**config.mk**
```make
export PLATFORM = sky130hd
export DESIGN_NAME = mem_access_unit
export DESIGN_NICKNAME = d
export VERILOG_FILES = /design/src/rtl/mem_pkg.sv /design/src/rtl/mem_align.sv /design/src/rtl/mem_access_unit.sv
export SDC_FILE = /design/constraint.sdc
export NUM_CORES = 1
export LEC_CHECK = 0
export ABC_AREA = 0
export BUFFER_PORTS_ARGS = -buffer_cell sky130_fd_sc_hd__buf_2
export CAP_MARGIN = 30
export CORE_MARGIN = 1.5
export CORE_UTILIZATION = 35
export DETAILED_ROUTE_END_ITERATION = 8
export GPL_TIMING_DRIVEN = 0
export PLACE_DENSITY_LB_ADDON = 0.2
export REMOVE_ABC_BUFFERS = 1
export SYNTH_ARGS = -nofsm -noshare
export SYNTH_HDL_FRONTEND = slang
export SYNTH_SLANG_ARGS = --single-unit
export TNS_END_PERCENT = 20
```
**constraint.sdc**
```tcl
create_clock -name clk -period 1.5 [get_ports clk]
set_clock_uncertainty 0.1 [all_clocks]
set_input_delay 0.075 -clock clk [delete_from_list [all_inputs] [get_ports clk]]
set_output_delay 0.075 -clock clk [all_outputs]
set_load 0.01 [all_outputs]
```
**src/rtl/mem_pkg.sv**
```systemverilog
// -----------------------------------------------------------------------------
// mem_pkg
// Shared types and constants for the data-memory access engine.
//   mem_ctrl_t : decoded view of the 5-bit memory control field
//                {valid, store, size[1:0], zext}
//   SZ_*       : access size encodings (2'b10 is illegal and handled as word)
//   state_t    : access FSM states
//   is_misaligned() : address-error check shared by load and store paths
// -----------------------------------------------------------------------------
package mem_pkg;

    localparam logic [1:0] SZ_BYTE = 2'b00;
    localparam logic [1:0] SZ_HALF = 2'b01;
    localparam logic [1:0] SZ_WORD = 2'b11;

    typedef struct packed {
        logic       valid;
        logic       store;
        logic [1:0] size;
        logic       zext;
    } mem_ctrl_t;

    typedef enum logic [1:0] {
        ST_IDLE = 2'd0,
        ST_REQ  = 2'd1,
        ST_DONE = 2'd2
    } state_t;

    // Bytes never fault; halves need addr[0]==0; words (and the illegal
    // size encoding, which behaves as a word) need addr[1:0]==0.
    function automatic logic is_misaligned(input logic [1:0] size,
                                           input logic [1:0] addr_lo);
        logic bad;
        case (size)
            SZ_BYTE: bad = 1'b0;
            SZ_HALF: bad = addr_lo[0];
            default: bad = (addr_lo != 2'b00);
        endcase
        return bad;
    endfunction

endpackage

```
**src/rtl/mem_align.sv**
```systemverilog
// -----------------------------------------------------------------------------
// mem_align
// Purely combinational lane logic for one memory access.
//   size       in  2   access size (SZ_BYTE / SZ_HALF / word otherwise)
//   zext       in  1   1 = zero-extend loads, 0 = sign-extend
//   addr_lo    in  2   low address bits selecting the byte lane
//   wdata      in  32  right-justified store data
//   rdata      in  32  raw bus read word
//   wstrb      out 4   byte enables for the store
//   wdata_lane out 32  store data replicated across all lanes
//   rdata_ext  out 32  selected load lane, shifted down and extended
// -----------------------------------------------------------------------------
module mem_align
    import mem_pkg::*;
(
    input  logic [1:0]  size,
    input  logic        zext,
    input  logic [1:0]  addr_lo,
    input  logic [31:0] wdata,
    input  logic [31:0] rdata,
    output logic [3:0]  wstrb,
    output logic [31:0] wdata_lane,
    output logic [31:0] rdata_ext
);

    logic [7:0]  rd_byte;
    logic [15:0] rd_half;

    always_comb begin
        rd_byte = rdata[7:0];
        case (addr_lo)
            2'd0:    rd_byte = rdata[7:0];
            2'd1:    rd_byte = rdata[15:8];
            2'd2:    rd_byte = rdata[23:16];
            default: rd_byte = rdata[31:24];
        endcase
        rd_half = addr_lo[1] ? rdata[31:16] : rdata[15:0];
    end

    always_comb begin
        wstrb      = 4'b1111;
        wdata_lane = wdata;
        rdata_ext  = rdata;
        case (size)
            SZ_BYTE: begin
                wstrb      = 4'b0001 << addr_lo;
                wdata_lane = {4{wdata[7:0]}};
                rdata_ext  = zext ? {24'd0, rd_byte} : {{24{rd_byte[7]}}, rd_byte};
            end
            SZ_HALF: begin
                wstrb      = addr_lo[1] ? 4'b1100 : 4'b0011;
                wdata_lane = {2{wdata[15:0]}};
                rdata_ext  = zext ? {16'd0, rd_half} : {{16{rd_half[15]}}, rd_half};
            end
            default: begin
                wstrb      = 4'b1111;
                wdata_lane = wdata;
                rdata_ext  = rdata;
            end
        endcase
    end

endmodule

```
**src/rtl/mem_access_unit.sv**
```systemverilog
// -----------------------------------------------------------------------------
// mem_access_unit
// Runs one load or store per request on a req/ack data bus for the MEM stage,
// holding the pipeline stalled while the bus transfer is outstanding.
//   clk, reset             clock, synchronous active-high reset
//   start, mem_ctrl        launch request and its {valid,store,size,zext} field
//   addr, wdata_in         effective address, right-justified store data
//   flush                  discard the current / pending result
//   bus_req .. bus_wdata   bus request side (address word-aligned)
//   bus_rdata, bus_ack     bus response side
//   stall                  high while a bus transfer is outstanding
//   done                   one-cycle completion pulse
//   rdata_out              extended load result, held between completions
//   exc_adel/exc_ades      load/store address error, valid with done
//   badvaddr               faulting address, valid with done
//   dbg_state              current FSM state (state_t encoding)
//
// Bus handshake: once bus_req rises, bus_req and every bus output stay
// stable until the cycle in which bus_ack is sampled high; the transfer
// completes on that edge. A request is never withdrawn except by reset,
// and bus_ack is ignored whenever bus_req is low.
// -----------------------------------------------------------------------------
module mem_access_unit
    import mem_pkg::*;
#(
    parameter int DATA_W = 32
) (
    input  logic              clk,
    input  logic              reset,
    input  logic              start,
    input  logic [4:0]        mem_ctrl,
    input  logic [DATA_W-1:0] addr,
    input  logic [DATA_W-1:0] wdata_in,
    input  logic              flush,
    output logic              bus_req,
    output logic              bus_wr,
    output logic [DATA_W-1:0] bus_addr,
    output logic [3:0]        bus_wstrb,
    output logic [DATA_W-1:0] bus_wdata,
    input  logic [DATA_W-1:0] bus_rdata,
    input  logic              bus_ack,
    output logic              stall,
    output logic              done,
    output logic [DATA_W-1:0] rdata_out,
    output logic              exc_adel,
    output logic              exc_ades,
    output logic [DATA_W-1:0] badvaddr,
    output logic [1:0]        dbg_state
);

    mem_ctrl_t         ctrl_in;
    state_t            state_q, state_d;
    logic              store_q, store_d;
    logic [1:0]        size_q, size_d;
    logic              zext_q, zext_d;
    logic [DATA_W-1:0] addr_q, addr_d;
    logic [DATA_W-1:0] wdata_q, wdata_d;
    logic              flushed_q, flushed_d;
    logic [DATA_W-1:0] rdata_q, rdata_d;
    logic              adel_q, adel_d;
    logic              ades_q, ades_d;
    logic [DATA_W-1:0] badvaddr_q, badvaddr_d;

    logic [3:0]        lane_strb;
    logic [DATA_W-1:0] lane_wdata;
    logic [DATA_W-1:0] load_ext;

    assign ctrl_in = mem_ctrl_t'(mem_ctrl);

    mem_align u_align (
        .size       (size_q),
        .zext       (zext_q),
        .addr_lo    (addr_q[1:0]),
        .wdata      (wdata_q),
        .rdata      (bus_rdata),
        .wstrb      (lane_strb),
        .wdata_lane (lane_wdata),
        .rdata_ext  (load_ext)
    );

    always_comb begin
        state_d    = state_q;
        store_d    = store_q;
        size_d     = size_q;
        zext_d     = zext_q;
        addr_d     = addr_q;
        wdata_d    = wdata_q;
        flushed_d  = flushed_q;
        rdata_d    = rdata_q;
        adel_d     = adel_q;
        ades_d     = ades_q;
        badvaddr_d = badvaddr_q;
        case (state_q)
            ST_IDLE: begin
                flushed_d = 1'b0;
                adel_d    = 1'b0;
                ades_d    = 1'b0;
                if (start && ctrl_in.valid && !flush) begin
                    store_d = ctrl_in.store;
                    size_d  = ctrl_in.size;
                    zext_d  = ctrl_in.zext;
                    addr_d  = addr;
                    wdata_d = wdata_in;
                    if (is_misaligned(ctrl_in.size, addr[1:0])) begin
                        // Address errors complete without touching the bus.
                        state_d    = ST_DONE;
                        adel_d     = !ctrl_in.store;
                        ades_d     = ctrl_in.store;
                        badvaddr_d = addr;
                    end else begin
                        state_d = ST_REQ;
                    end
                end
            end
            ST_REQ: begin
                // A flush cannot cancel the bus request; remember it so the
                // eventual completion is swallowed.
                if (flush) begin
                    flushed_d = 1'b1;
                end
                if (bus_ack) begin
                    state_d = ST_DONE;
                    if (!store_q && !flushed_q && !flush) begin
                        rdata_d = load_ext;
                    end
                end
            end
            ST_DONE: begin
                state_d   = ST_IDLE;
                flushed_d = 1'b0;
                adel_d    = 1'b0;
                ades_d    = 1'b0;
            end
            default: begin
                state_d = ST_IDLE;
            end
        endcase
    end

    always_ff @(posedge clk) begin
        if (reset) begin
            state_q    <= ST_IDLE;
            store_q    <= 1'b0;
            size_q     <= SZ_BYTE;
            zext_q     <= 1'b0;
            addr_q     <= '0;
            wdata_q    <= '0;
            flushed_q  <= 1'b0;
            rdata_q    <= '0;
            adel_q     <= 1'b0;
            ades_q     <= 1'b0;
            badvaddr_q <= '0;
        end else begin
            state_q    <= state_d;
            store_q    <= store_d;
            size_q     <= size_d;
            zext_q     <= zext_d;
            addr_q     <= addr_d;
            wdata_q    <= wdata_d;
            flushed_q  <= flushed_d;
            rdata_q    <= rdata_d;
            adel_q     <= adel_d;
            ades_q     <= ades_d;
            badvaddr_q <= badvaddr_d;
        end
    end

    // Bus outputs are quiet outside REQ; strobes and write data only on writes.
    assign bus_req   = (state_q == ST_REQ);
    assign bus_wr    = bus_req && store_q;
    assign bus_addr  = bus_req ? {addr_q[DATA_W-1:2], 2'b00} : '0;
    assign bus_wstrb = bus_wr ? lane_strb : 4'b0000;
    assign bus_wdata = bus_wr ? lane_wdata : '0;

    assign stall     = (state_q == ST_REQ);
    // Flush during the DONE cycle itself must also hide the completion.
    assign done      = (state_q == ST_DONE) && !flushed_q && !flush;
    assign exc_adel  = adel_q && done;
    assign exc_ades  = ades_q && done;
    assign rdata_out = rdata_q;
    assign badvaddr  = badvaddr_q;
    assign dbg_state = state_q;

endmodule

```
==> reports/summary.md, run 1 <==
The adder-cell share of the synthesized area was 0%; the clock transition at the register clock pins on the worst setup and hold paths after CTS was 0.06 ns. Dividing total power by cell area gives a power density of 880 nW/um2. The instance count along the most critical hold path is 4, and the number of global-route vias before repair is 6,601. The die is 135 um tall. The first global-routing pass estimated 33.6 mm of wire.

Yosys printed 0 warnings. Across the VDD grid, the largest voltage drop is 751 uV. Together, buffers and inverters on the worst path number 3. The path depth of the worst reg2reg path is 8. During I/O placement, the number of pins put on the boundary was 246. The tools report the worst slack at placement as -1.57 ns. The final weighted congestion of routability-driven global placement is 0.779. The total number of clock tree sinks was 137.

In the global route stage, met3 resource usage came out at 7.00%. The via density per instance is 4.93, and the area of the core region is 17,200 um2. The clock passes through at most 2 buffers. The number of hold violations in the final report was 0.

The time the worst path needs with I/O delays and setup was 1.85 ns; the fraction of the mapped netlist area in compound gates was 18.2%. The critical path goes through and2b_4, buf_8, buf_6, and2_1, buf_2. Summing internal, switching and leakage power gives 9.59 mW.

Once layout is done, the placed cells without fillers occupy 10,900 um2. The first TritonRoute pass finished after 5 iterations. The run gives 757 as the synthesized netlist cell count.

In the routed design, unresolved DRC markers number 0. Class of the tightest hold or removal check: in2reg. Average cell area after synthesis: 8.09 um2.

TritonCTS built the clock tree. Summing over every cut layer, the via total after detailed routing is 6,734. The critical path crosses 5 cells after its start point. The buffer cell driving the clock tree root is sky130_fd_sc_hd__clkbuf_16. The post-layout worst setup margin is -0.354 ns, and the estimated wirelength of the detail-placed design is 13.2 mm. The setup TNS was -46.35 ns. Initial antenna violation count: 0. Dividing the detail-routed wire length by the instance count gives 16.6 um. Main combinational cell family by area after synthesis: simple AND/OR/NAND/NOR gates. The final reports fail on negative setup slack.

After detailed routing, the total wire length is 22.7 mm. In the final layout, the share of cells above drive strength 1 is 41.8%. The share of the clock period used by the worst path was 124%. Data arrives at the worst endpoint at 1.68 ns. The final core utilization came out at 63.4%.

STA classifies the critical path startpoint as a register. For the count of antenna diodes in the layout, the log shows 0. For the clock buffer count from CTS, the log shows 17. The analysis attributes to cell leakage a power of 4.42 nW. The tools report the largest net degree at the start of global routing as 83. The die area was 18,300 um2; the global routing usage on met1 was 26.3%. The clock insertion delay at the later pin of the skew report came out at 0.42 ns.

In this design, the largest share of critical-path delay is due to simple AND/OR/NAND/NOR gates. The tools report the required time of the critical path as 1.32 ns. Setup violations remaining at the end of the flow were counted as 196.

During placement, the flow inserted port buffers numbering 243. Synthesis inferred 137 register bits. The peak per-stage delay on the critical path is 0.36 ns. The global routing stage identified its most utilized layer as met2. The first routing iteration left 289 violations. The xor-xnor portion of the synthesized cell area works out to 0%. The count of nets left with antenna violations once routing finished came out at 0.

The critical path is of the reg2out type. The run gives 1,365 as the final cell count without fillers. In this run, distinct cell masters in the synthesized netlist total 43.

The area growth from synthesis to layout is 77.9%. Along the worst path, the maximum fanout reaches 6. In this run the tightest slew margin relative to its limit is 58.5%. For the standard-cell row count, the log shows 48. The chip width works out to 135 um. The final worst hold slack is 0.0307 ns, and the number of H-tree levels is 4.

The tools report the area of placed instances as 7590 um2. The synthesized netlist occupies a cell area of 6130 um2. Setup repair after global routing could not meet its margin everywhere. Final-report max-slew violation count: 0.

Including well taps, the total number of placed cells is 1,174. The portion of the post-synthesis area used by sequential elements was 44.8%; the met2 track demand over resource in global routing was 41.6%. The tool flagged a number of max-cap violations equal to 0.

Multiplexer fraction of the synthesized cell area: 8.99%. The tools report the critical path capture point type as an output pin. The maximum clock frequency was 539 MHz. The run finished, with violations left. For the pin with the worst max-slew slack, the measured transition is 0.622 ns.

The post-layout net count came out at 1,233. The basic-gate share of the synthesized area counting and, or, nand and nor cells is 22.8%. Global routing finished with a remaining overflow of 0. The slowest cell on the critical path was sky130_fd_sc_hd__dfxtp_4. Once the floorplan was initialized, standard cells occupied 35.7% of the core.

For this run, the total global-route usage over all layers was measured as 23.3%.
[cells by family after synthesis]
| logic type | count (synthesis) |
|---|---|
| buf+inv | 73 |
| simple gates | 330 |
| mux | 55 |
| other cells | 1 |
| compound gates | 161 |
| flops | 137 |
[power breakdown]
group	total (mW)	switching [mW]	internal, mW
combinational	1.20	0.577	0.618
clock	4.60	1.77	2.82
sequential	3.79	0.0705	3.72
[tightest hold or removal path, stage by stage]
cell	delay [ns]
sky130_fd_sc_hd__buf_2	0.10
sky130_fd_sc_hd__o21ai_2	0.11
sky130_fd_sc_hd__o21ai_1	0.15
sky130_fd_sc_hd__a21oi_1	0.06
[layout make-up]
cell class              instances  area, um2
repair buffers                416       3560
multi-input cells             548       3610
fillers                      1448       6280
repair inverters                1       5.00
clock inverters                15        214
clock buffers                  17        425
well taps                     225        282
inverters                       6       31.3
flip-flops and latches        137       2770
[registers in the layout, indices dropped and copies added (netlist names), 2 cells and up]
signal	flops
rdata_out	32
size_q	2
badvaddr	32
dbg_state	2
addr_q	32
wdata_q	32
[cell usage after synthesis, drive strengths merged]
cell	n	area, um2
a2111oi	1	27.5
nand4b	1	8.76
conb	1	3.75
and2b	1	7.51
or3b	1	8.76
o22ai	1	20.0
nor2	98	368
nor3b	2	15.0
nand3	1	5.00
nor4b	1	8.76
a21boi	1	7.51
clkbuf	45	169
nor2b	4	25.0
inv	6	22.5
mux2i	55	551
nor3	2	10.0
and3	8	50.1
dfxtp	137	2740
or2	1	6.26
a21oi	89	445
a211oi	17	128
a22oi	8	60.1
and2	33	206
nand3b	1	7.51
a22o	8	70.1
a32oi	1	8.76
a21o	1	7.51
a311oi	16	203
or3	2	12.5
nand2	172	646
buf	22	129
a211o	1	8.76
nor4	1	6.26
o22a	1	8.76
o21ai	8	47.5
nand2b	1	6.26
a221oi	8	70.1
[worst paths after layout]
check / slack (ns) / startpoint / to
setup / recovery: -0.35 / dbg_state[1]$_SDFFE_PP0P_ / bus_addr[23]
hold / removal: 0.03 / addr[0] / badvaddr[1]$_SDFFE_PP0P_
setup reg to reg: -0.34 / dbg_state[1]$_SDFFE_PP0P_ / rdata_out[11]$_SDFFE_PP0P_
hold reg to reg: 0.35 / addr_q[13]$_SDFFE_PP0P_ / addr_q[13]$_SDFFE_PP0P_
[cell usage in the layout, fill, tap and decap left out, types with 9 or more instances in the layout]
cell type,count
sky130_fd_sc_hd__nor2_4,12
sky130_fd_sc_hd__a211oi_1,9
sky130_fd_sc_hd__and2_1,9
sky130_fd_sc_hd__a311oi_2,15
sky130_fd_sc_hd__a21oi_2,20
sky130_fd_sc_hd__nor2_2,12
sky130_fd_sc_hd__dfxtp_1,131
sky130_fd_sc_hd__nand2_1,170
sky130_fd_sc_hd__a21oi_1,63
sky130_fd_sc_hd__and2_4,24
sky130_fd_sc_hd__buf_12,21
sky130_fd_sc_hd__mux2i_1,52
sky130_fd_sc_hd__buf_6,50
sky130_fd_sc_hd__clkbuf_16,19
sky130_fd_sc_hd__buf_2,199
sky130_fd_sc_hd__buf_4,30
sky130_fd_sc_hd__dlygate4sd3_1,102
sky130_fd_sc_hd__nor2_1,74
[per-layer routing]
layer,vias to the layer above,routed length (um)
li1,3304,-
met1,3173,9170
met2,234,11600
met3,23,1520
met4,0,360
met5,-,0
[timing repair]
item                                    in CTS  in global routing
hold buffers                               102                  0
endpoints found under the hold margin      136                  0
pin swaps                                   43                 29
endpoints found under the setup margin     207                205
gates cloned                                 6                  4
resized for setup                          132                100
buffers inserted                            33                 14
No activity file was read; power rests on OpenSTA's default activity.
==> run 2, diff against run 1 <==
--- a/config.mk
+++ b/config.mk
@@ -8,8 +8,10 @@
 export ABC_AREA = 0
 export BUFFER_PORTS_ARGS = -buffer_cell sky130_fd_sc_hd__buf_2
 export CAP_MARGIN = 30
+export CELL_PAD_IN_SITES_DETAIL_PLACEMENT = 0
+export CELL_PAD_IN_SITES_GLOBAL_PLACEMENT = 1
 export CORE_MARGIN = 1.5
-export CORE_UTILIZATION = 35
+export CORE_UTILIZATION = 31
 export DETAILED_ROUTE_END_ITERATION = 8
 export GPL_TIMING_DRIVEN = 0
 export PLACE_DENSITY_LB_ADDON = 0.2
==> run 2 against run 1 <==
The flow finishes with violations (negative hold slack, negative setup slack). Fmax grew 1.2%. First-iteration DRC count fell by 28%. Critical path depth stayed put. Clock-buffer cell count is 1 higher.
==> reports/summary.md, run 2 (synthesized netlist as in run 1, its figures left out) <==
The top-level I/O count is 246 (unchanged). The logs give -42.75 ns (was -46.35 ns) for the setup TNS and 13.5 mm (was 13.2 mm) for the estimated wirelength of the detail-placed design. The share of cells above drive strength 1 came out at 39.8% (was 41.8%). The share of the clock period used by the worst path came out at 122% (was 124%). The post-layout worst setup margin was -0.333 ns (was -0.354 ns). The arrival time of the worst setup path came out at 1.66 ns (was 1.68 ns).

The total global routing track utilization is 20.4% (was 23.3%), and the time the worst path needs with I/O delays and setup is 1.83 ns (was 1.85 ns). Setup repair after global routing could not meet its margin everywhere. The via density per instance was 4.78 (was 4.93).

The run finished, with violations left. Slew at the pin closest to its max-slew limit: 0.839 ns (was 0.622 ns). The power density over the cells is 864 nW/um2 (was 880 nW/um2), and the number of global-route vias before repair is 6,283 (was 6,601). The run gives 6,660 (was 6,734) as the total vias in the final route.

The power consumption is 9.08 mW (was 9.59 mW). The maximum fanout encountered on the critical timing path works out to 6 (unchanged). The total leakage power is 4.23 nW (was 4.42 nW), and the overall die height is 144 um (was 135 um).

The number of endpoints failing setup at the final stage came out at 205 (was 196). The required time of the critical path came out at 1.32 ns (about the same). Initial antenna violation count: 1 (was 0). The post-layout net count came out at 1,220 (was 1,233).

Detail-routed net length per standard cell: 16.0 um (was 16.6 um). The class of the tightest hold or removal check was in2reg (unchanged). The area occupied by multi-input gates came out at 3550 um2 (was 3610 um2).

TritonCTS built the clock tree. The chip width is 144 um (was 135 um). The run gives 20,600 um2 (was 18,300 um2) as the die area. The logs give 0 (unchanged) for the final routed DRC violation total and 33.0 mm (was 33.6 mm) for the first-pass GRT wire length. The tightest slew margin relative to the limit was 44.1% (was 58.5%).

The logs give 207 (was 289) for the starting DRC count in detailed routing and 2760 um2 (was 2770 um2) for the sequential cell area in the final layout. The worst setup path category is reg2out (unchanged). The tools report the deepest clock path buffer count as 2 (unchanged). The clock buffer count from CTS was 17 (unchanged); the final weighted congestion of routability-driven global placement was 0.730 (was 0.779). The tools report the final-report max-slew violation count as 0 (unchanged).

The standard-cell row count came out at 51 (was 48). The clock transition at the register clock pins on the worst setup and hold paths after CTS is 0.06 ns (about the same). Number of max-capacitance violations reported: 0 (unchanged). Most frequent cells in the layout: 212 x sky130_fd_sc_hd__buf_2, 167 x sky130_fd_sc_hd__nand2_1, 131 x sky130_fd_sc_hd__dfxtp_1 (was 199 x sky130_fd_sc_hd__buf_2, 170 x sky130_fd_sc_hd__nand2_1, 131 x sky130_fd_sc_hd__dfxtp_1).

The run gives 54.2% (was 63.4%) as the final core utilization. The logs give 19,400 um2 (was 17,200 um2) for the area of the core region and 1,875 (was 1,448) for the number of fillers in the final layout. The kind of launch point of the worst setup path was a register (unchanged).

The tools report the number of hold violations in the final report as 17 (was 0). The count of port buffers added during placement is 243 (unchanged). For the number of nets with antenna violations after detailed routing, the log shows 0 (unchanged). The tools report the critical path capture point type as an output pin (unchanged).

Residual overflow from global routing: 0 (unchanged). The buffer cell driving the clock tree root is sky130_fd_sc_hd__clkbuf_16 (unchanged). Violations in the final reports: negative hold slack, negative setup slack (was negative setup slack). Final worst hold slack: -0.0641 ns (was 0.0307 ns). The logs give 4 (was 5) for the first-pass detailed-route iteration total and 749 uV (was 751 uV) for the largest vdd supply drop. The most common cell after layout, fill and taps aside is sky130_fd_sc_hd__buf_2 (unchanged).

The largest net degree at the start of global routing was 76 (was 83). The logs give 0.42 ns (about the same) for the clock insertion delay at the later pin of the skew report and 31.6% (was 35.7%) for the initial core utilization. Number of H-tree levels: 4 (unchanged). The run gives 0 (unchanged) as the count of antenna diodes in the layout.

The tools report the maximum clock frequency as 546 MHz (was 539 MHz). For the post-detailed-routing wire length, the log shows 22.2 mm (was 22.7 mm). The signed area change from the synthesized netlist to the final layout was 71.6% (was 77.9%). The tools report the total number of clock tree sinks as 137 (unchanged).
run 2: worst max-delay path, stage by stage, from the launching register on:
cell	delay [ns]
sky130_fd_sc_hd__dfxtp_4	0.35
sky130_fd_sc_hd__and2b_4	0.30
sky130_fd_sc_hd__nand2_8	0.11
sky130_fd_sc_hd__buf_16	0.19
sky130_fd_sc_hd__a21oi_2	0.13
sky130_fd_sc_hd__buf_2	0.15
run 2: path summary, 6_finish.rpt:
check	startpoint	to	slack, ns	cells past startpoint
worst max register to register	size_q[0]$_SDFFE_PP0P_	rdata_out[22]$_SDFFE_PP0P_	-0.33	6
worst max-delay path	dbg_state[1]$_SDFFE_PP0P_	bus_wdata[14]	-0.33	5
worst min-delay path	bus_rdata[1]	rdata_out[1]$_SDFFE_PP0P_	-0.06	3
worst min register to register	addr_q[2]$_SDFFE_PP0P_	addr_q[2]$_SDFFE_PP0P_	0.35	2
run 2: where the power goes:
group	total [mW]	switching [mW]	internal (mW)	leakage, nW
sequential	3.79	0.0632	3.72	1.11
combinational	1.18	0.571	0.609	2.86
clock	4.11	1.79	2.32	0.261
total	9.08	2.43	6.65	4.23
run 2: routing by layer:
metal | vias up | GRT usage (%) | part of all wire, % | routed length, um
met5 | - | 0 | 0.054 | 12
met4 | 2 | 5.59 | 1.1 | 246
met3 | 25 | 6.30 | 7.2 | 1610
met2 | 209 | 31.9 | 46 | 10200
met1 | 3138 | 27.0 | 46 | 10200
li1 | 3286 | - | - | -
run 2: area by class of cell:
cell class / instances / share of cell area, %
clock inverters: 14 / 1.31
clock buffers: 18 / 4.08
repair buffers: 402 / 31.2
inverters: 6 / 0.250
well taps: 265 / 3.15
multi-input cells: 550 / 33.8
flip-flops and latches: 137 / 26.3
run 2: metrics by stage:
stage	setup WS [ns]	instances	area (um2)	hold WS [ns]
final	-0.333	1392	10500	-0.0641
after detailed placement	-1.73	1215	7650	0.221
after global routing	-0.391	1392	10500	-0.0619
after global placement	-6.42	1199	7380	0.219
after floorplan	-3.06	691	5830	0.0429
after CTS	-0.349	1373	9930	-0.0914
run 2: what timing repair did:
item | 4_1_cts | 5_1_grt
pin swaps | 82 | 20
resized for setup | 110 | 75
hold endpoints to repair | 135 | 17
setup endpoints to repair | 207 | 206
gates cloned | 5 | 6
hold buffers | 96 | 2
buffers inserted | 25 | 11
